==> config.mk <==
export PLATFORM = sky130hd
export DESIGN_NAME = control_sequencer
export DESIGN_NICKNAME = d
export VERILOG_FILES = /design/src/rtl/cpu_ctrl_pkg.sv /design/src/rtl/mem_wait_timer.sv /design/src/rtl/control_sequencer.sv
export SDC_FILE = /design/constraint.sdc
export NUM_CORES = 1
export LEC_CHECK = 0
export CAP_MARGIN = 20
export CELL_PAD_IN_SITES_DETAIL_PLACEMENT = 2
export CELL_PAD_IN_SITES_GLOBAL_PLACEMENT = 2
export CORE_MARGIN = 2
export CORE_UTILIZATION = 23
export DETAILED_ROUTE_END_ITERATION = 7
export MAX_ROUTING_LAYER = met4
export PLACE_DENSITY_LB_ADDON = 0.1
export SYNTH_ARGS = -nofsm -noshare
export SYNTH_HDL_FRONTEND = slang
export SYNTH_SLANG_ARGS = --single-unit
==> constraint.sdc <==
create_clock -name Clock -period 3.1 [get_ports Clock]
set_clock_uncertainty 0.05 [all_clocks]
set_input_delay 0.31 -clock Clock [delete_from_list [all_inputs] [get_ports Clock]]
set_output_delay 0.31 -clock Clock [all_outputs]
set_load 0.02 [all_outputs]
==> src/rtl/cpu_ctrl_pkg.sv <==
// Package: cpu_ctrl_pkg
// Shared constants for the hardwired control sequencer and its Datapath:
//   - opcode values (compared zero-extended to 32 bits so OPC_W can vary)
//   - ALU CONTROL codes
//   - sequencer state encoding and the decoded instruction class
//   - helper functions: opcode -> class, class -> ALU code
package cpu_ctrl_pkg;

    localparam logic [31:0] OPC_LD   = 32'd0;
    localparam logic [31:0] OPC_LDI  = 32'd1;
    localparam logic [31:0] OPC_ST   = 32'd2;
    localparam logic [31:0] OPC_ADDI = 32'd12;
    localparam logic [31:0] OPC_ANDI = 32'd13;
    localparam logic [31:0] OPC_ORI  = 32'd14;
    localparam logic [31:0] OPC_NOP  = 32'd30;
    localparam logic [31:0] OPC_HALT = 32'd31;

    localparam logic [4:0] ALU_ADD = 5'b00000;
    localparam logic [4:0] ALU_AND = 5'b00101;
    localparam logic [4:0] ALU_OR  = 5'b00110;

    typedef enum logic [3:0] {
        ST_IDLE = 4'd0,
        ST_T0   = 4'd1,
        ST_T1   = 4'd2,
        ST_T2   = 4'd3,
        ST_T3   = 4'd4,
        ST_T4   = 4'd5,
        ST_T5   = 4'd6,
        ST_T6   = 4'd7,
        ST_T7   = 4'd8,
        ST_HALT = 4'd9
    } state_e;

    typedef enum logic [3:0] {
        CLS_LD   = 4'd0,
        CLS_LDI  = 4'd1,
        CLS_ST   = 4'd2,
        CLS_ADDI = 4'd3,
        CLS_ANDI = 4'd4,
        CLS_ORI  = 4'd5,
        CLS_NOP  = 4'd6,
        CLS_HALT = 4'd7,
        CLS_ILL  = 4'd8
    } op_class_e;

    // Map a zero-extended opcode onto its instruction class.
    function automatic op_class_e decode_opcode(input logic [31:0] opc);
        op_class_e cls;
        case (opc)
            OPC_LD:   cls = CLS_LD;
            OPC_LDI:  cls = CLS_LDI;
            OPC_ST:   cls = CLS_ST;
            OPC_ADDI: cls = CLS_ADDI;
            OPC_ANDI: cls = CLS_ANDI;
            OPC_ORI:  cls = CLS_ORI;
            OPC_NOP:  cls = CLS_NOP;
            OPC_HALT: cls = CLS_HALT;
            default:  cls = CLS_ILL;
        endcase
        return cls;
    endfunction

    // ALU operation used in T4; address arithmetic of ld/ldi/st is an ADD.
    function automatic logic [4:0] alu_code(input op_class_e cls);
        logic [4:0] code;
        case (cls)
            CLS_ANDI: code = ALU_AND;
            CLS_ORI:  code = ALU_OR;
            default:  code = ALU_ADD;
        endcase
        return code;
    endfunction

endpackage

==> src/rtl/mem_wait_timer.sv <==
// Module: mem_wait_timer
// Counts cycles spent waiting for Mem_Ready inside a memory wait state.
//   clk        in  system clock
//   clear      in  synchronous active-high reset
//   wait_en    in  sequencer currently sits in a wait state
//   mem_ready  in  memory completed the access
//   timeout    out counter has reached MEM_TIMEOUT and memory is still not ready
// The counter is held at zero whenever wait_en is low. Every wait state is
// entered from a non-wait state, so this restarts the count on each entry.
module mem_wait_timer #(
    parameter int MEM_TIMEOUT = 15,
    parameter int TO_W        = 4
) (
    input  logic clk,
    input  logic clear,
    input  logic wait_en,
    input  logic mem_ready,
    output logic timeout
);

    logic [TO_W-1:0] cnt_r;
    logic            at_limit_s;

    assign at_limit_s = (cnt_r == TO_W'(MEM_TIMEOUT));
    assign timeout    = wait_en & ~mem_ready & at_limit_s;

    // Wait counter: zero outside wait states, +1 per not-ready cycle, saturates at the limit.
    always_ff @(posedge clk) begin
        if (clear) begin
            cnt_r <= {TO_W{1'b0}};
        end else if (!wait_en) begin
            cnt_r <= {TO_W{1'b0}};
        end else if (!mem_ready && !at_limit_s) begin
            cnt_r <= cnt_r + TO_W'(1);
        end else begin
            cnt_r <= cnt_r;
        end
    end

endmodule

==> src/rtl/control_sequencer.sv <==
// Module: control_sequencer
// Hardwired Moore control unit for the bus-based Datapath. Generates T0..T7
// control-step strobes for ld, ldi, st, addi, andi, ori, nop and halt, with a
// Mem_Ready handshake plus timeout, a Stop request honoured at instruction
// boundaries and illegal-opcode trapping.
// Ports:
//   Clock, Clear          clock, synchronous active-high reset
//   Start, Stop           leave IDLE / halt at the next instruction boundary
//   IR                    instruction register (opcode in IR[31:32-OPC_W])
//   Mem_Ready             memory access complete
//   CONTROL               ALU operation select
//   IncPC .. G_RB         datapath strobes
//   Run                   not IDLE and not HALT
//   Illegal, Mem_Err      sticky trap flags
module control_sequencer
    import cpu_ctrl_pkg::*;
#(
    parameter int OPC_W       = 5,
    parameter int CTRL_W      = 5,
    parameter int MEM_TIMEOUT = 15,
    parameter int TO_W        = 4
) (
    input  logic              Clock,
    input  logic              Clear,
    input  logic              Start,
    input  logic              Stop,
    input  logic [31:0]       IR,
    input  logic              Mem_Ready,
    output logic [CTRL_W-1:0] CONTROL,
    output logic              IncPC,
    output logic              Read,
    output logic              Write,
    output logic              PC_Out,
    output logic              MDR_Out,
    output logic              ZLO_Out,
    output logic              C_Out,
    output logic              R_Out,
    output logic              BA_Out,
    output logic              PC_In,
    output logic              MDR_In,
    output logic              MAR_In,
    output logic              IR_In,
    output logic              Y_In,
    output logic              ZLO_In,
    output logic              R_In,
    output logic              G_RA,
    output logic              G_RB,
    output logic              Run,
    output logic              Illegal,
    output logic              Mem_Err
);

    state_e          state_r;
    state_e          state_nxt_s;
    op_class_e       op_class_r;
    op_class_e       ir_class_s;
    op_class_e       cur_class_s;
    logic [OPC_W-1:0] opc_s;
    logic            stop_r;
    logic            end_halt_s;
    logic            wait_s;
    logic            timeout_s;
    logic            illegal_r;
    logic            mem_err_r;
    logic            unused_ir_s;

    assign opc_s       = IR[31:32-OPC_W];
    assign ir_class_s  = decode_opcode({{(32-OPC_W){1'b0}}, opc_s});
    assign unused_ir_s = ^IR[31-OPC_W:0];
    assign end_halt_s  = stop_r | Stop;
    assign Illegal     = illegal_r;
    assign Mem_Err     = mem_err_r;

    // IR becomes valid only at the T2->T3 edge, so T3 decodes IR directly;
    // later steps use the class captured at the end of T3.
    always_comb begin
        if (state_r == ST_T3) begin
            cur_class_s = ir_class_s;
        end else begin
            cur_class_s = op_class_r;
        end
    end

    // Wait states: fetch T1, ld T6, st T7.
    always_comb begin
        case (state_r)
            ST_T1:   wait_s = 1'b1;
            ST_T6:   wait_s = (cur_class_s == CLS_LD);
            ST_T7:   wait_s = (cur_class_s == CLS_ST);
            default: wait_s = 1'b0;
        endcase
    end

    mem_wait_timer #(
        .MEM_TIMEOUT (MEM_TIMEOUT),
        .TO_W        (TO_W)
    ) u_timer (
        .clk       (Clock),
        .clear     (Clear),
        .wait_en   (wait_s),
        .mem_ready (Mem_Ready),
        .timeout   (timeout_s)
    );

    // State register.
    always_ff @(posedge Clock) begin
        if (Clear) begin
            state_r <= ST_IDLE;
        end else begin
            state_r <= state_nxt_s;
        end
    end

    // Instruction class capture at the end of T3.
    always_ff @(posedge Clock) begin
        if (Clear) begin
            op_class_r <= CLS_NOP;
        end else if (state_r == ST_T3) begin
            op_class_r <= ir_class_s;
        end else begin
            op_class_r <= op_class_r;
        end
    end

    // Stop request latch; T0 restarts it so only this instruction's requests count.
    always_ff @(posedge Clock) begin
        if (Clear) begin
            stop_r <= 1'b0;
        end else if (state_r == ST_T0) begin
            stop_r <= Stop;
        end else begin
            stop_r <= stop_r | Stop;
        end
    end

    // Sticky trap flags, cleared only by Clear.
    always_ff @(posedge Clock) begin
        if (Clear) begin
            illegal_r <= 1'b0;
            mem_err_r <= 1'b0;
        end else begin
            illegal_r <= illegal_r | ((state_r == ST_T3) && (ir_class_s == CLS_ILL));
            mem_err_r <= mem_err_r | timeout_s;
        end
    end

    // Next-state logic.
    always_comb begin
        state_nxt_s = state_r;
        case (state_r)
            ST_IDLE: state_nxt_s = Start ? ST_T0 : ST_IDLE;
            ST_T0:   state_nxt_s = ST_T1;
            ST_T1: begin
                if (timeout_s) begin
                    state_nxt_s = ST_HALT;
                end else if (Mem_Ready) begin
                    state_nxt_s = ST_T2;
                end else begin
                    state_nxt_s = ST_T1;
                end
            end
            ST_T2:   state_nxt_s = ST_T3;
            ST_T3: begin
                case (cur_class_s)
                    CLS_NOP:            state_nxt_s = end_halt_s ? ST_HALT : ST_T0;
                    CLS_HALT, CLS_ILL:  state_nxt_s = ST_HALT;
                    default:            state_nxt_s = ST_T4;
                endcase
            end
            ST_T4:   state_nxt_s = ST_T5;
            ST_T5: begin
                case (cur_class_s)
                    CLS_LD, CLS_ST:                   state_nxt_s = ST_T6;
                    CLS_LDI, CLS_ADDI, CLS_ANDI, CLS_ORI:
                                                      state_nxt_s = end_halt_s ? ST_HALT : ST_T0;
                    default:                          state_nxt_s = ST_HALT;
                endcase
            end
            ST_T6: begin
                case (cur_class_s)
                    CLS_LD: begin
                        if (timeout_s) begin
                            state_nxt_s = ST_HALT;
                        end else if (Mem_Ready) begin
                            state_nxt_s = ST_T7;
                        end else begin
                            state_nxt_s = ST_T6;
                        end
                    end
                    CLS_ST:  state_nxt_s = ST_T7;
                    default: state_nxt_s = ST_HALT;
                endcase
            end
            ST_T7: begin
                case (cur_class_s)
                    CLS_LD: state_nxt_s = end_halt_s ? ST_HALT : ST_T0;
                    CLS_ST: begin
                        if (timeout_s) begin
                            state_nxt_s = ST_HALT;
                        end else if (Mem_Ready) begin
                            state_nxt_s = end_halt_s ? ST_HALT : ST_T0;
                        end else begin
                            state_nxt_s = ST_T7;
                        end
                    end
                    default: state_nxt_s = ST_HALT;
                endcase
            end
            ST_HALT: state_nxt_s = ST_HALT;
            default: state_nxt_s = ST_IDLE;
        endcase
    end

    // Moore output decode from the current control step.
    always_comb begin
        CONTROL = CTRL_W'(ALU_ADD);
        IncPC   = 1'b0;
        Read    = 1'b0;
        Write   = 1'b0;
        PC_Out  = 1'b0;
        MDR_Out = 1'b0;
        ZLO_Out = 1'b0;
        C_Out   = 1'b0;
        R_Out   = 1'b0;
        BA_Out  = 1'b0;
        PC_In   = 1'b0;
        MDR_In  = 1'b0;
        MAR_In  = 1'b0;
        IR_In   = 1'b0;
        Y_In    = 1'b0;
        ZLO_In  = 1'b0;
        R_In    = 1'b0;
        G_RA    = 1'b0;
        G_RB    = 1'b0;
        Run     = 1'b0;
        case (state_r)
            ST_T0: begin
                Run    = 1'b1;
                PC_Out = 1'b1;
                MAR_In = 1'b1;
                IncPC  = 1'b1;
            end
            ST_T1: begin
                Run    = 1'b1;
                Read   = 1'b1;
                MDR_In = 1'b1;
            end
            ST_T2: begin
                Run     = 1'b1;
                MDR_Out = 1'b1;
                IR_In   = 1'b1;
            end
            ST_T3: begin
                Run = 1'b1;
                case (cur_class_s)
                    CLS_LD, CLS_LDI, CLS_ST: begin
                        G_RB   = 1'b1;
                        BA_Out = 1'b1;
                        Y_In   = 1'b1;
                    end
                    CLS_ADDI, CLS_ANDI, CLS_ORI: begin
                        G_RB  = 1'b1;
                        R_Out = 1'b1;
                        Y_In  = 1'b1;
                    end
                    default: begin
                    end
                endcase
            end
            ST_T4: begin
                Run     = 1'b1;
                C_Out   = 1'b1;
                ZLO_In  = 1'b1;
                CONTROL = CTRL_W'(alu_code(cur_class_s));
            end
            ST_T5: begin
                Run = 1'b1;
                case (cur_class_s)
                    CLS_LD, CLS_ST: begin
                        ZLO_Out = 1'b1;
                        MAR_In  = 1'b1;
                    end
                    CLS_LDI, CLS_ADDI, CLS_ANDI, CLS_ORI: begin
                        ZLO_Out = 1'b1;
                        G_RA    = 1'b1;
                        R_In    = 1'b1;
                    end
                    default: begin
                    end
                endcase
            end
            ST_T6: begin
                Run = 1'b1;
                case (cur_class_s)
                    CLS_LD: begin
                        Read   = 1'b1;
                        MDR_In = 1'b1;
                    end
                    CLS_ST: begin
                        G_RA   = 1'b1;
                        R_Out  = 1'b1;
                        MDR_In = 1'b1;
                    end
                    default: begin
                    end
                endcase
            end
            ST_T7: begin
                Run = 1'b1;
                case (cur_class_s)
                    CLS_LD: begin
                        MDR_Out = 1'b1;
                        G_RA    = 1'b1;
                        R_In    = 1'b1;
                    end
                    CLS_ST:  Write = 1'b1;
                    default: begin
                    end
                endcase
            end
            default: begin
            end
        endcase
    end

endmodule

; ---- Word level (Yosys, flattened, before mapping)
; Memory sizes are Yosys's and may differ from the RTL's.
; Index checks and enable logic that the tools add are counted.
; W data, S select, Z words.
[op_classes]
bitwise = 7
eq_ne = 19
n_mux = 40
addsub = 1
reduce_logical = 14
[op_table]
columns = operator, count
row1 = $pmux W4 S10, 1
row2 = $eq A4 B3 Y1 const B, 8
row3 = $pmux W4 S2, 4
row4 = $mux W4, 7
row5 = $eq A4 B4 Y1 const B, 5
row6 = $mux W1, 18
row7 = $eq A4 B2 Y1 const B, 4
row8 = $pmux W1 S2, 6
row9 = $eq A4 B1 Y1 const B, 2
row10 = $logic_not A4 Y1, 2
row11 = $reduce_or A8 Y1, 1
row12 = $pmux W1 S3, 2
row13 = $pmux W3 S2, 1
row14 = $reduce_or A2 Y1, 3
row15 = $reduce_or A3 Y1, 2
row16 = $reduce_or A6 Y1, 1
row17 = $add A4 B1 Y4 const B, 1
row18 = $reduce_or A4 Y1, 1
row19 = $mux W3, 1
row20 = $or A1 B1 Y1, 3
row21 = $and A1 B1 Y1, 2
row22 = $logic_and A1 B1 Y1, 2
row23 = $logic_not A1 Y1, 2
row24 = $not A1 Y1, 2
[word_totals]
n_memories = 1
word_cells = 88
input_bits = 37
out_inout_bits = 26
reg_bits = 15
romBits = 128
[mem_list]
columns = name, depth, width, read_ports, rd_clocked_by_memory_dff, wr, line_no
row1 = (name not given), 32, 4, 1, 0, 0, cpu_ctrl_pkg.sv:50  ; case (opc)

; ---- Longest topological paths before layout
[depth]
depth_word = 9
depth_mapped = 9
depth_no_buf = 8

; ---- Modules after synthesis
; Synthesis repeated with hierarchy kept, for this count alone.
[unflattened]
hier_cells = 182
hier_area_um2 = 1340.0
[modules_own_cells]
columns = module, cells_per_inst, seq_area_each_um2, area_each_um2, instances
row1 = control_sequencer, 162, 220.2, 1141.1, 1
row2 = mem_wait_timer, 20, 80.1, 198.9, 1

; ---- Least setup slack after synthesis
; Ideal clock, no wire load.
[synth_path]
path_kind = input to output
from = in IR[27]
to = out Read
required_ns = 2.740
t_arrival_ns = 2.299
n_path_buf = 0
setup_slack_ns = 0.441
path_stages = 7
path_cell_list = inv_1 ha_1 and3b_1 o2111a_1 a21oi_2 o21ai_0 a21boi_0
[synth_via]
elab_chain_cells = 5
[synth_rtl]
columns = item, line_no
row1 = from (decl), control_sequencer.sv:27  ; input logic [31:0] IR,
row2 = $mem_v2 Z32 W4, n/a
row3 = $mux W4, control_sequencer.sv:77  ; if (state_r == ST_T3) begin
row4 = $logic_not A4 Y1, control_sequencer.sv:294  ; case (cur_class_s)
row5 = $mux W1, control_sequencer.sv:294
row6 = $pmux W1 S2, control_sequencer.sv:236  ; case (state_r)
row7 = to (decl), control_sequencer.sv:31  ; output logic Read,
; Every way passes these cells.

; ---- Worst setup path after layout
[layout_path]
from = in IR[27]
to = out R_In
[layout_via]
elab_chain_cells = 6
word_cells_on_any_way = 11
classes_between = eq/ne (4) / mux (4) / reduce/logical (2) / memory (1)
[layout_rtl]
columns = item, line_no
row1 = $mem_v2 Z32 W4 (*), n/a
row2 = $mux W4 (*), control_sequencer.sv:77
row3 = "$eq A4 B1 Y1, or another cell as far along", control_sequencer.sv:278  ; case (cur_class_s)
row4 = $reduce_or A4 Y1, control_sequencer.sv:278
row5 = $mux W1, control_sequencer.sv:278
row6 = $pmux W1 S2 (*), control_sequencer.sv:236
row7 = to (decl), control_sequencer.sv:45  ; output logic R_In,
; Every way passes the cells marked *; elsewhere a longest branch is shown, timed or not.

==> run summary <==
Die Y: 81.4 um
largest net degree at the start of global routing: 14
worst path arrival time: 2620 ps
Hold Path Origin: Illegal$_SDFF_PP0_
max cap viols: 0
Reg clk slew, reported paths: 60 ps
share of layout cells above drive strength 1: 22.0%
Critical Path RT: 2740 ps
post-route design area: 2040 sq um
fmax: 0.335 GHz
CP max-delay cell: clkdlybuf4s50_1
vias: 1,609
worst flop-to-flop path startpoint: state_r[3]$_SDFF_PP0_
setup slack, reg-to-reg: 780 ps
clock root cell: clkbuf_8
DR WL/cell: 17.3 um
YS warnings: 0
TritonRoute pass-1 iters: 4
Initial DRC Count: 36
max incr delay on CP: 510 ps
DP HPWL: 4580 um
Worst Reg-to-Reg Cells: 9
nets@finish: 288
die area: 6620 sq um
pwr dens: 347 nW/um^2
clock sink total: 15
Core Region: 5850 sq um
TritonCTS clock tree: built
sequential cell area fraction in the yosys report: 21.8%
Overflow after GRT: 0
CP delay by family, top: buffers and inverters
# H-tree levels: 1
worst hold slack: 403 ps
Tmin final: 2980 ps
Mapped Area: 1380 sq um
Buffers on Ports: 32
Area growth syn-to-layout: 48.2%
total wire length: 5550 um
crit start category: input pin
final setup vio count: 0
final period utilization: 96.2%
library cells used by synthesis: 57
CP Buf/Inv Count: 4
drt via density: 5.03
CTS Buf Count: 3
Worst Hold Class: flip-flop to flip-flop
Final Util: 34.9%
first-pass GRT wire length: 9150 um
Post-Route Setup TNS: 0 ps
CP Class: input pin to primary output
row cnt: 28
commonest non-fill, non-tap cells in the layout: 36 x buf_4, 25 x nor2_1, 16 x clkdlybuf4s50_1
Fillers: 688
Top Ports: 63
Post-CTS Setup Bufs: 0
Post-DRT Antenna Nets: 0
Starting Density: 23.5%
Post-synth ARST share: 0%
CTS max path bufs: 2
Worst Path Max Fanout: 3
Die Wd: 81.4 um
EDFF count, synth: 0
Synth Flop Type: dfxtp_1
Remaining DRCs: 0
vias in the first global route: 1,779
GPL Wtd Cong: 0.797
slew margin rel.: 65.4%
RSZ-0062 raised after global routing: true
Final Hold Fails: 0
Hold Crit Depth: 2
RR Endpoint: u_timer.cnt_r[2]$_SDFFE_PP0P_
ANT cells: 0
crit end category: primary output
Worst-Margin Slew: 517 ps
worst vdd ir: 232 uV
antenna violations before repair: 0
Worst Hold End: Illegal$_SDFF_PP0_
most common cell after layout, fill and taps aside: buf_4
Clock Latency Late Sink: 240 ps
syn_area_per_cell: 7.44 sq um
Final Max Tran Viols: 0
outcome: complete, no violations
synthesized instance count: 185
Leak: 0.000910 uW
area post-placement: 1980 sq um
flops & latches, synth: 15
CTS Hold Bufs: 0
total track usage: 18.6%
CP cell instances: clkdlybuf4s50_1, inv_1, ha_1, and3b_1, o2111a_1, a21oi_2, o21ai_0, a22o_1, buf_4, dlygate4sd2_1
cell type report:
type / count / area (sq um) / area share, %
Timing Repair Buffer: 67 / 583 / 28.6
Inverter: 8 / 30.0 / 1.47
Sequential cell: 15 / 300 / 14.7
Multi-Input combinational cell: 151 / 987 / 48.4
Clock buffer: 4 / 45.0 / 2.21
Tap cell: 75 / 93.8 / 4.60
how the worst max path moves through the flow:
stage / startpoint / endpoint / slack [ps] / cells after the start
after floorplan: IR[27] / Read / 440 / 7
after global placement: IR[28] / R_Out / -300 / 9
after detailed placement: IR[28] / Read / -340 / 10
after CTS: IR[28] / R_Out / 8 / 9
after global routing: IR[27] / R_In / -40 / 12
final: IR[27] / R_In / 120 / 10
synth_stat cells, drive strengths merged, types with 2 or more instances:
| master | instances | share of area (%) |
|---|---|---|
| a21o | 2 | 1.1 |
| a21oi | 12 | 4.6 |
| a31oi | 3 | 1.8 |
| a32oi | 2 | 1.3 |
| and2 | 3 | 1.4 |
| and3 | 2 | 0.91 |
| buf | 8 | 4.5 |
| clkbuf | 5 | 1.5 |
| dfxtp | 15 | 22 |
| ha | 5 | 4.5 |
| inv | 8 | 2.2 |
| mux2i | 3 | 2.5 |
| nand2 | 9 | 2.5 |
| nand2b | 9 | 4.1 |
| nand3 | 4 | 1.5 |
| nand4b | 2 | 1.3 |
| nor2 | 25 | 6.8 |
| nor2b | 7 | 3.2 |
| nor3 | 8 | 2.9 |
| nor4b | 2 | 2.4 |
| o211ai | 2 | 1.5 |
| o21ai | 16 | 6.4 |
| o21bai | 4 | 2.2 |
| o311ai | 3 | 1.9 |
| o31ai | 2 | 1.1 |
| or4b | 2 | 1.5 |
| xnor2 | 2 | 1.3 |
logic make-up (layout without fill, tap and decap cells):
kind of cell / Yosys count / count (layout) / synth area share [%]
AND/OR/NAND/NOR: 83 / 83 / 33.8
AO/OA/AOI/OAI: 54 / 54 / 27.1
buffers and inverters: 21 / 79 / 8.09
flip-flops: 15 / 15 / 21.8
adder cells (fa/ha/maj): 5 / 5 / 4.55
XOR/XNOR: 3 / 3 / 1.91
multiplexers: 3 / 3 / 2.45
other: 1 / 3 / 0.272
power by group:
| part | internal, uW | total (uW) | switching (uW) |
|---|---|---|---|
| combinational | 146 | 322 | 176 |
| sequential | 205 | 225 | 19.6 |
| clock | 90.9 | 161 | 70.4 |
timing repair:
item / CTS / global route
setup endpoints to repair: 11 / 14
resized for setup: 22 / 16
pin swaps: 0 / 1
routing by layer:
| metal | vias up | GRT usage, % | part of all wire (%) |
|---|---|---|---|
| li1 | 781 | - | - |
| met1 | 803 | 22.3 | 43 |
| met2 | 21 | 34.2 | 54 |
| met3 | 4 | 1.11 | 2.3 |
| met4 | 0 | 3.73 | 0.78 |
| met5 | - | - | 0 |
registers in the layout (all words and copies together) (netlist names):
name           cells
stop_r             1
state_r            4
Illegal            1
Mem_Err            1
op_class_r         4
u_timer.cnt_r      4
worst min-delay path, delay by kind of cell, from the launching register on:
family	cells	cell delay, ps
AO/OA/AOI/OAI	1	50
buffers and inverters	1	50
flip-flops	1	310
metrics by stage:
stage	std cells	setup WS, ps	total power [uW]
5_1_grt	320	-38.8	762
6_report	320	119	708
3_3_place_gp	316	-298	539
4_1_cts	320	7.92	719
2_1_floorplan	187	441	406
3_5_place_dp	316	-341	552
(Power assumes the default switching activity.)
